`config.mk`:
```
export PLATFORM = sky130hd
export DESIGN_NAME = alu_result_reader
export DESIGN_NICKNAME = d
export VERILOG_FILES = /design/src/rtl/alu_result_reader.sv
export SDC_FILE = /design/constraint.sdc
export NUM_CORES = 1
export LEC_CHECK = 0
export BUFFER_PORTS_ARGS = -buffer_cell sky130_fd_sc_hd__clkbuf_2
export CAP_MARGIN = 10
export CORE_AREA = 4 4 64 66
export DETAILED_ROUTE_END_ITERATION = 8
export DIE_AREA = 0 0 68 70
export PLACE_DENSITY = 0.75
export SYNTH_ARGS = -nofsm -noshare
export SYNTH_HDL_FRONTEND = slang
export SYNTH_SLANG_ARGS = --single-unit
```
`constraint.sdc`:
```
create_clock -name clk -period 1.45 [get_ports clk]
set_clock_uncertainty 0.05 [all_clocks]
set_input_delay 0.29 -clock clk [delete_from_list [all_inputs] [get_ports clk]]
set_output_delay 0.29 -clock clk [all_outputs]
set_load 0.005 [all_outputs]
```
`src/rtl/alu_result_reader.sv`:
```
// Captures the ALU result pair on alu_done and streams it out byte by byte,
// low byte of result_lo first, over a valid/ready handshake.
module alu_result_reader #(
  parameter int WIDTH = 16
) (
  input  logic             clk,
  input  logic             reset,
  input  logic             alu_done,
  input  logic [WIDTH-1:0] result_lo,
  input  logic [WIDTH-1:0] result_hi,
  output logic [7:0]       out_data,
  output logic             out_valid,
  input  logic             out_ready,
  output logic             out_last,
  output logic             busy,
  output logic             sent,
  output logic             overrun,
  input  logic             clr_overrun
);

  localparam int NBYTES = 2 * WIDTH / 8;
  localparam int CNT_W  = $clog2(NBYTES);

  typedef enum logic [2:0] {
    IDLE = 3'b001,
    SEND = 3'b010,
    DONE = 3'b100
  } state_t;

  state_t                 state;
  state_t                 state_nxt;
  logic [NBYTES-1:0][7:0] cap;
  logic [CNT_W-1:0]       idx;
  logic                   in_idle;
  logic                   in_send;
  logic                   in_done;
  logic                   last_idx;
  logic                   xfer;

  // One-hot decode: each state is a single flop.
  assign in_idle  = state[0];
  assign in_send  = state[1];
  assign in_done  = state[2];
  assign last_idx = (idx == CNT_W'(NBYTES - 1));
  assign xfer     = in_send & out_ready;

  always_ff @(posedge clk) begin
    if (reset) state <= IDLE;
    else       state <= state_nxt;
  end

  always_comb begin
    state_nxt = state;
    unique case (state)
      IDLE:    if (alu_done) state_nxt = SEND;
      SEND:    if (xfer && last_idx) state_nxt = DONE;
      DONE:    state_nxt = IDLE;
      default: state_nxt = IDLE;
    endcase
  end

  always_ff @(posedge clk) begin
    if (reset) begin
      cap <= '0;
      idx <= '0;
    end else if (in_idle && alu_done) begin
      cap <= {result_hi, result_lo};
      idx <= '0;
    end else if (xfer && !last_idx) begin
      idx <= idx + 1'b1;
    end
  end

  // A completion outside IDLE is dropped; set beats a simultaneous clear.
  always_ff @(posedge clk) begin
    if (reset)                      overrun <= 1'b0;
    else if (alu_done && !in_idle)  overrun <= 1'b1;
    else if (clr_overrun)           overrun <= 1'b0;
  end

  assign out_valid = in_send;
  assign out_last  = in_send & last_idx;
  assign out_data  = in_send ? cap[idx] : 8'h00;
  assign busy      = in_send | in_done;
  assign sent      = in_done;

endmodule

```
==> flow_metrics.env, run 1 <==
export IMPL_crit_required_ns=1.11
export IMPL_outcome="complete, but fails checks"
export IMPL_p_sw_mw=0.525
export IMPL_use_met2_pct=24.0
export IMPL_cts_buffer_depth=2
export IMPL_reg2regPathDepth=5
export IMPL_yosys_area_top_type="dfxtp_1"
export IMPL_max_vdd_ir_drop_v=0.000555
export IMPL_cp_endpoint="out_data[5]"
export IMPL_power_density_nw_per_um2=942
export IMPL_cap_violations=0
export IMPL_slew_headroom_pct=81.8
export IMPL_insertion_delay_ns=0.33
export IMPL_grt_pass1_vias=1337
export IMPL_drc=0
export IMPL_fin_nets=283
export IMPL_drive_above_1_share_pct=39.4
export IMPL_place_ws_ns=0.0513
export IMPL_avgSynthCellArea_um2=8.71
export IMPL_synthTopCellsByArea="dfxtp_1, nand2_1, a21oi_2"
export IMPL_gr_total_overflow=0
export IMPL_violations="setup timing"
export IMPL_grtUsageMet3_pct=3.86
export IMPL_grt_util_all_layers_pct=16.0
export IMPL_port_buffers=49
export IMPL_cts_made_buffers=5
export IMPL_path_max_fanout=7
export IMPL_post_route_util_pct=59.7
export IMPL_die_h_um=70
export IMPL_power_share_combinational_pct=15.4
export IMPL_internal_power_mw=1.49
export IMPL_ys_warn_count=0
export IMPL_grtUsageMet1_pct=21.7
export IMPL_cts_root_buf="clkbuf_4"
export IMPL_r2r_end="idx[0]"
export IMPL_synthFlopType="dfxtp_1"
export IMPL_routed_wl_mm=3.67
export IMPL_holdCritPathClass="input port to flip-flop"
export IMPL_synth_seq_area_share_pct=44.8
export IMPL_dp_cells=284
export IMPL_vias=1425
export IMPL_dp_hpwl_mm=2.57
export IMPL_core_rowCount=22
export IMPL_htree_levels=2
export IMPL_synthArstFlopShare_pct=0
export IMPL_antennaDiodeCount=0
export IMPL_start_kind="flip-flop"
export IMPL_ys_top_cells_by_count="nand2_1, dfxtp_1, a21oi_2"
export IMPL_ys_types=23
export IMPL_critPathCaptureType="output pin"
export IMPL_cts_tree="done"
export IMPL_syn_num_nets=233
export IMPL_seq_power_share_pct=56.9
export IMPL_clkTransAtPathRegs_ns=0.11
export IMPL_crit_path_start="idx[0]"
export IMPL_antenna_found_initial=0
export IMPL_wl_per_cell_um=12.5
export IMPL_finalCritPeriodShare_pct=117
export IMPL_grt_max_degree=35
export IMPL_crit_type="flip-flop to output pin"
export IMPL_dr_first_iter_drc_count=75
export IMPL_busiest_layer="met2"
export IMPL_syn_area_um2=1700
export IMPL_setup_slack_ns=-0.241
export IMPL_fmax_mhz=591
export IMPL_whs_ns=0.113
export IMPL_setup_viol_count_final=9
export IMPL_via_per_inst=4.85
export IMPL_first_pass_iters=4
export IMPL_start_util_pct=47.5
export IMPL_hold_viol=0
export IMPL_synth_top_area_share_pct=44.8
export IMPL_ys_seq_elements=38
export IMPL_core_region_area_um2=3580
export IMPL_pwr_share_clk_pct=27.7
export IMPL_slew_violations=0
export IMPL_reg2reg_slack_ns=0.09
export IMPL_final_cells=294
export IMPL_grt_pass1_wl_mm=5.95
export IMPL_worst_slew_pin_slew_ns=0.273
export IMPL_cts_sinks=38
export IMPL_synth_edf_count=0
export IMPL_rsz0062_at_grt="true"
export IMPL_hold_buffers=0
export IMPL_worstPathArrival_ns=1.35
export IMPL_finalWeightedCongestion=0.783
export IMPL_ant_nets=0
export IMPL_netSwitchingFraction_pct=26.1
export IMPL_yosysMostFrequentCell="nand2_1"
export IMPL_syn2layout_area_growth_pct=25.7
export IMPL_ios=50
export IMPL_syn_inst=195
export IMPL_fp_dieW_um=68
export IMPL_reg2reg_from="idx[0]"
export IMPL_dieArea_um2=4760
export IMPL_total_leakage_power_nw=0.851
export IMPL_min_period_ns=1.69
[repair_timing]
item | 4_1_cts | 5_1_grt
buffers inserted | 1 | 0
pin swaps | 5 | 3
setup endpoints to repair | 10 | 10
gates resized for setup | 8 | 9
gates cloned | 1 | 0
[critical path, cell delays in order (launching register included)]
cell and delay, ns:
dfxtp_4 0.41, buf_12 0.14, mux2i_1 0.24, o22ai_2 0.10, clkbuf_2 0.12
[registers in the layout, summed over array words and instances (netlist names)]
| name | count |
|---|---|
| state | 3 |
| idx | 2 |
| overrun | 1 |
| cap | 32 |
[metal layers]
metal,part of all wire [%],up-vias
li1,-,751
met1,45,640
met2,48,30
met3,4.9,4
met4,1.2,0
met5,0,-
[metrics by stage]
| stage | setup TNS (ns) | total power, mW | area (um^2) |
|---|---|---|---|
| 2_1_floorplan | 0 | 1.36 | 1700 |
| 3_3_place_gp | 0 | 1.45 | 1990 |
| 3_5_place_dp | 0 | 1.46 | 1990 |
| 4_1_cts | -1.99 | 2.01 | 2100 |
| 5_1_grt | -2.52 | 2.11 | 2140 |
| 6_report | -1.99 | 2.01 | 2140 |
[placed cells by master, fill, tap and decap left out, drive strengths merged]
| master | Yosys | routed |
|---|---|---|
| a21oi | 34 | 34 |
| and2 | 2 | 2 |
| and4b | 1 | 1 |
| nand2b | 3 | 3 |
| clkbuf | 1 | 56 |
| mux2i | 17 | 17 |
| nand2 | 67 | 67 |
| or2 | 1 | 1 |
| nand3b | 1 | 1 |
| and2b | 1 | 1 |
| nor3 | 3 | 3 |
| ha | 1 | 1 |
| xor2 | 1 | 1 |
| and3b | 1 | 1 |
| buf | 13 | 8 |
| o21ai | 1 | 1 |
| clkinv | 0 | 1 |
| dfxtp | 38 | 38 |
| o22ai | 8 | 8 |
| nor2 | 1 | 1 |
[cell type report]
type	count	area [um^2]
Fill cell	354	1440
Multi-Input combinational cell	143	881
Sequential cell	38	768
Timing Repair Buffer	57	367
Tap cell	48	60.1
Clock buffer	7	55.1
Clock inverter	1	5.00
[how the worst min path moves through the flow]
stage | slack [ns] | start | cells after the start | to
floorplan | 0.38 | result_hi[8] | 2 | cap[24]
global route | 0.11 | result_lo[14] | 3 | cap[14]
finish | 0.11 | result_lo[2] | 3 | cap[2]
global placement | 0.39 | cap[29] | 2 | cap[29]
CTS | 0.11 | result_lo[2] | 3 | cap[2]
detailed placement | 0.40 | cap[30] | 2 | cap[30]
[power by group through the flow]
stage | clock network, mW | logic [mW] | registers (mW)
finish | 0.558 | 0.310 | 1.14
global route | 0.615 | 0.347 | 1.15
CTS | 0.564 | 0.306 | 1.14
detailed placement | 0 | 0.298 | 1.16
global placement | 0 | 0.290 | 1.16
floorplan | 0 | 0.207 | 1.15
[cell families after synthesis]
kind of cell	share of synthesized area [%]
buffers and inverters	5.96
XOR/XNOR	0.516
multiplexers	10.0
flip-flops	44.8
AO/OA/AOI/OAI	17.9
AND/OR/NAND/NOR	20.1
adder cells (fa/ha/maj)	0.736
Note: power is estimated with default switching activity, not from simulation.
==> run 2: changes to the inputs <==
--- a/config.mk
+++ b/config.mk
@@ -11,6 +11,7 @@
 export DETAILED_ROUTE_END_ITERATION = 8
 export DIE_AREA = 0 0 68 70
 export PLACE_DENSITY = 0.75
+export RECOVER_POWER = 25
 export SYNTH_ARGS = -nofsm -noshare
 export SYNTH_HDL_FRONTEND = slang
 export SYNTH_SLANG_ARGS = --single-unit
==> flow_metrics.env, run 2 (synthesis gave the netlist of run 1 again) <==
export IMPL_outcome="complete, but fails checks"
export IMPL_violations="setup timing"
export IMPL_final_cells=294
export IMPL_slew_violations=0
export IMPL_worst_slew_pin_slew_ns=0.351
export IMPL_htree_levels=2
export IMPL_crit_path_start="idx[0]"
export IMPL_layout_commonest_cell="nand2_1"
export IMPL_drc=0
export IMPL_ios=50
export IMPL_cts_root_buf="clkbuf_4"
export IMPL_min_period_ns=1.69
export IMPL_drive_above_1_share_pct=39.4
export IMPL_dp_hpwl_mm=2.57
export IMPL_slowest_delay_ns=0.41
export IMPL_dieArea_um2=4760
export IMPL_grt_util_all_layers_pct=16.0
export IMPL_grt_pass1_vias=1337
export IMPL_cp_slowest_cell="dfxtp_4"
export IMPL_crit_required_ns=1.11
export IMPL_first_pass_iters=4
export IMPL_critPathCaptureType="output pin"
export IMPL_fmax_mhz=593
export IMPL_postLayoutCellArea_um2=2120
export IMPL_holdCritPathClass="input port to flip-flop"
export IMPL_max_vdd_ir_drop_v=0.000552
export IMPL_r2r_end="idx[0]"
export IMPL_dr_first_iter_drc_count=67
export IMPL_clkTransAtPathRegs_ns=0.11
export IMPL_path_max_fanout=7
export IMPL_syn2layout_area_growth_pct=25.0
export IMPL_hold_buffers=0
export IMPL_port_buffers=49
export IMPL_cap_violations=0
export IMPL_routed_wl_mm=3.66
export IMPL_cts_sinks=38
export IMPL_vias=1427
export IMPL_tns_ns=-1.97
export IMPL_whs_ns=0.114
export IMPL_cts_buffer_depth=2
export IMPL_rsz0062_at_grt="true"
export IMPL_fin_nets=283
export IMPL_ant_nets=0
export IMPL_start_kind="flip-flop"
export IMPL_cp_endpoint="out_data[5]"
export IMPL_grt_max_degree=35
export IMPL_dp_cells=284
export IMPL_place_ws_ns=0.0513
export IMPL_start_util_pct=47.5
export IMPL_worstPathArrival_ns=1.35
export IMPL_power_density_nw_per_um2=944
export IMPL_most_common_layout_cells="nand2_1, clkbuf_2, dfxtp_1"
export IMPL_core_region_area_um2=3580
export IMPL_grtUsageMet1_pct=21.7
export IMPL_path_delay_family="flip-flops"
export IMPL_cts_tree="done"
export IMPL_fp_dieW_um=68
export IMPL_finalCritPeriodShare_pct=116
export IMPL_reg2regPathDepth=5
export IMPL_finalWeightedCongestion=0.783
export IMPL_reg2reg_from="idx[0]"
export IMPL_worst_path_buf_inv=2
export IMPL_top_register="cap"
export IMPL_grt_pass1_wl_mm=5.95
export IMPL_antennaDiodeCount=0
export IMPL_largest_register_ffs=32
export IMPL_die_h_um=70
export IMPL_grtUsageMet3_pct=3.86
export IMPL_hold_viol=0
export IMPL_use_met2_pct=24.0
export IMPL_slew_headroom_pct=76.6
export IMPL_crit_type="flip-flop to output pin"
export IMPL_reg2reg_slack_ns=0.09
export IMPL_cts_made_buffers=5
export IMPL_crit_chain="buf_12, mux2i_1, o22ai_2, clkbuf_2"
export IMPL_setup_viol_count_final=9
export IMPL_worst_path_stages=4
export IMPL_gr_total_overflow=0
export IMPL_via_per_inst=4.85
export IMPL_insertion_delay_ns=0.33
export IMPL_setup_slack_ns=-0.237
export IMPL_busiest_layer="met2"
export IMPL_total_leakage_power_nw=0.846
export IMPL_reg_top3="cap (32), state (3), idx (2)"
export IMPL_core_rowCount=22
export IMPL_postPlaceCellArea_um2=1990
export IMPL_antenna_found_initial=0
export IMPL_wl_per_cell_um=12.5
## run 2: changes by cell type in the layout (fill, tap and decap cells not counted), sizes merged
cell | previous run | this run
buf | 8 | 7
clkbuf | 56 | 57
## run 2: area by class of cell
cell class,instances,area [um^2]
sequential,38,768
clock buffer,7,55.1
tap,48,60.1
multi-input combinational,143,881
fill,354,1460
timing repair buffer,57,354
clock inverter,1,5.00
## run 2: how the worst min path moves through the flow
stage	from	to	slack, ns	depth (start not counted)
finish	result_lo[2]	cap[2]	0.11	3
global route	result_lo[14]	cap[14]	0.11	3
CTS	result_lo[2]	cap[2]	0.11	3
detailed placement	cap[30]	cap[30]	0.40	2
global placement	cap[29]	cap[29]	0.39	2
floorplan	result_hi[8]	cap[24]	0.38	2
## run 2: what timing repair did
| action | 4_1_cts | 5_1_grt |
|---|---|---|
| gates resized for setup | 8 | 9 |
| buffers inserted | 1 | 0 |
| endpoints found under the hold margin | 0 | 0 |
| cloned | 1 | 0 |
| endpoints found under the setup margin | 10 | 10 |
| pin swaps | 5 | 3 |
## run 2: per-layer routing
layer,vias up,part of all wire (%)
li1,752,-
met1,638,46
met2,32,48
met3,5,4.7
met4,0,1.3
met5,-,0
## run 2: where the power goes
group / total [mW] / switching, mW / internal [mW]
registers: 1.14 / 0.0410 / 1.10
clock network: 0.556 / 0.321 / 0.235
logic: 0.303 / 0.160 / 0.143
total: 2.00 / 0.522 / 1.48
## run 2: tightest hold or removal path, cell delays in order
cell and delay (ns):
clkbuf_2 0.08, nand2_1 0.04, a21oi_1 0.05
## run 2: per-stage QoR
stage               total power [mW]  utilization (%)
detailed placement              1.46             55.5
finish                          2.00             59.3
CTS                             2.01             58.6
global placement                1.45             55.5
global route                    2.11             59.3
floorplan                       1.36                -
==> run 3: changes to the inputs <==
--- a/config.mk
+++ b/config.mk
@@ -7,9 +7,9 @@
 export LEC_CHECK = 0
 export BUFFER_PORTS_ARGS = -buffer_cell sky130_fd_sc_hd__clkbuf_2
 export CAP_MARGIN = 10
-export CORE_AREA = 4 4 64 66
+export CORE_AREA = 4 4 58 73
 export DETAILED_ROUTE_END_ITERATION = 8
-export DIE_AREA = 0 0 68 70
+export DIE_AREA = 0 0 62 77
 export PLACE_DENSITY = 0.75
 export RECOVER_POWER = 25
 export SYNTH_ARGS = -nofsm -noshare
==> flow_metrics.env, run 3 (synthesis gave the netlist of run 1 again) <==
export IMPL_outcome="complete, but fails checks"
export IMPL_violations="setup timing"
export IMPL_ios=50
export IMPL_grt_max_degree=35
export IMPL_ant_nets=0
export IMPL_setup_viol_count_final=9
export IMPL_hold_viol=0
export IMPL_fmax_mhz=627
export IMPL_most_common_layout_cells="nand2_1, clkbuf_2, dfxtp_1"
export IMPL_first_pass_iters=4
export IMPL_min_period_ns=1.60
export IMPL_holdCritStartpoint="result_hi[8]"
export IMPL_gr_total_overflow=0
export IMPL_worstPathArrival_ns=1.26
export IMPL_layout_commonest_cell="nand2_1"
export IMPL_path_max_fanout=6
export IMPL_dieArea_um2=4770
export IMPL_crit_required_ns=1.11
export IMPL_finalWeightedCongestion=0.795
export IMPL_dr_first_iter_drc_count=32
export IMPL_reg2reg_from="idx[0]"
export IMPL_fp_dieW_um=62
export IMPL_top_register="cap"
export IMPL_start_util_pct=48.4
export IMPL_core_region_area_um2=3510
export IMPL_die_h_um=77
export IMPL_post_route_util_pct=61.6
export IMPL_routed_wl_mm=3.69
export IMPL_core_rowCount=24
export IMPL_drive_above_1_share_pct=38.3
export IMPL_largest_register_ffs=32
export IMPL_finalCritPeriodShare_pct=110
export IMPL_clkTransAtPathRegs_ns=0.07
export IMPL_slew_violations=0
export IMPL_antennaDiodeCount=0
export IMPL_reg_top3="cap (32), state (3), idx (2)"
export IMPL_holdCritPathClass="input port to flip-flop"
export IMPL_via_per_inst=4.95
export IMPL_max_vdd_ir_drop_v=0.000799
export IMPL_grt_pass1_wl_mm=5.96
export IMPL_place_ws_ns=0.108
export IMPL_cts_root_buf="clkbuf_8"
export IMPL_port_buffers=49
export IMPL_drc=0
export IMPL_wl_per_cell_um=12.9
export IMPL_cts_buffer_depth=2
export IMPL_regArea_um2=769
export IMPL_power_density_nw_per_um2=1080
export IMPL_insertion_delay_ns=0.29
export IMPL_setup_slack_ns=-0.146
export IMPL_rsz0062_at_grt="true"
export IMPL_cts_made_buffers=5
export IMPL_slew_headroom_pct=78.5
export IMPL_crit_path_start="idx[0]"
export IMPL_cts_tree="done"
export IMPL_total_leakage_power_nw=0.883
export IMPL_crit_type="flip-flop to output pin"
export IMPL_nFillCells=329
export IMPL_syn2layout_area_growth_pct=27.3
export IMPL_grt_pass1_vias=1341
export IMPL_htree_levels=2
export IMPL_critPathCaptureType="output pin"
export IMPL_fin_nets=285
export IMPL_multi_input_area_um2=853
export IMPL_dp_hpwl_mm=2.63
export IMPL_finalPower_mw=2.33
export IMPL_antenna_found_initial=0
export IMPL_start_kind="flip-flop"
export IMPL_vias=1420
export IMPL_cap_violations=0
export IMPL_worst_slew_pin_slew_ns=0.323
export IMPL_grt_util_all_layers_pct=16.7
export IMPL_cts_sinks=38
[run 3: changes by cell type in the layout (fill, tap and decap cells not counted), sizes merged]
cell    change
bufinv      +1
clkinv      +1
clkbuf      -3
buf         +3
[run 3: final timing paths]
check                     end  slack, ns  cells after the start
setup reg to reg       idx[1]       0.19                      4
hold / removal        cap[24]       0.17                      3
setup / recovery  out_data[1]      -0.15                      4
hold reg to reg       cap[26]       0.40                      2
[run 3: metrics by stage]
step | TNS (ns) | hold slack [ns] | instances | area (um^2)
2_1_floorplan | 0 | 0.376 | 195 | 1700
3_3_place_gp | 0 | 0.392 | 276 | 1980
6_report | -1.11 | 0.166 | 287 | 2160
3_5_place_dp | 0 | 0.396 | 276 | 1980
4_1_cts | -1.07 | 0.160 | 286 | 2130
5_1_grt | -1.72 | 0.169 | 287 | 2160
[run 3: what timing repair did]
item                                    CTS  global route
setup buffers                             2             0
cloned                                    0             1
pin swaps                                 1             3
endpoints found under the setup margin   10            10
gates resized for setup                  10             3
hold buffers                              0             0
[run 3: routing by layer]
| metal | up-vias | track usage [%] | share of wire [%] |
|---|---|---|---|
| met1 | 620 | 20.9 | 44 |
| met2 | 31 | 24.7 | 47 |
| met3 | 8 | 5.04 | 5.6 |
| li1 | 761 | - | - |
| met4 | 0 | 9.34 | 3.1 |
| met5 | - | 0 | 0 |
[run 3: final cells by class]
type | instances | share of cell area [%]
sequential | 38 | 35.6
timing repair buffer | 59 | 17.7
clock buffer | 5 | 3.18
tap | 39 | 2.26
multi-input combinational | 143 | 39.4
clock inverter | 3 | 1.85
[run 3: critical path, stage by stage, from the launching register on]
cell	delay (ns)
dfxtp_4	0.40
clkbuf_16	0.16
mux2i_1	0.19
o22ai_1	0.10
clkbuf_2	0.12
[run 3: power by group]
part | switching [mW] | internal (mW)
registers | 0.0396 | 1.10
logic | 0.158 | 0.152
clock network | 0.369 | 0.506
total | 0.567 | 1.76
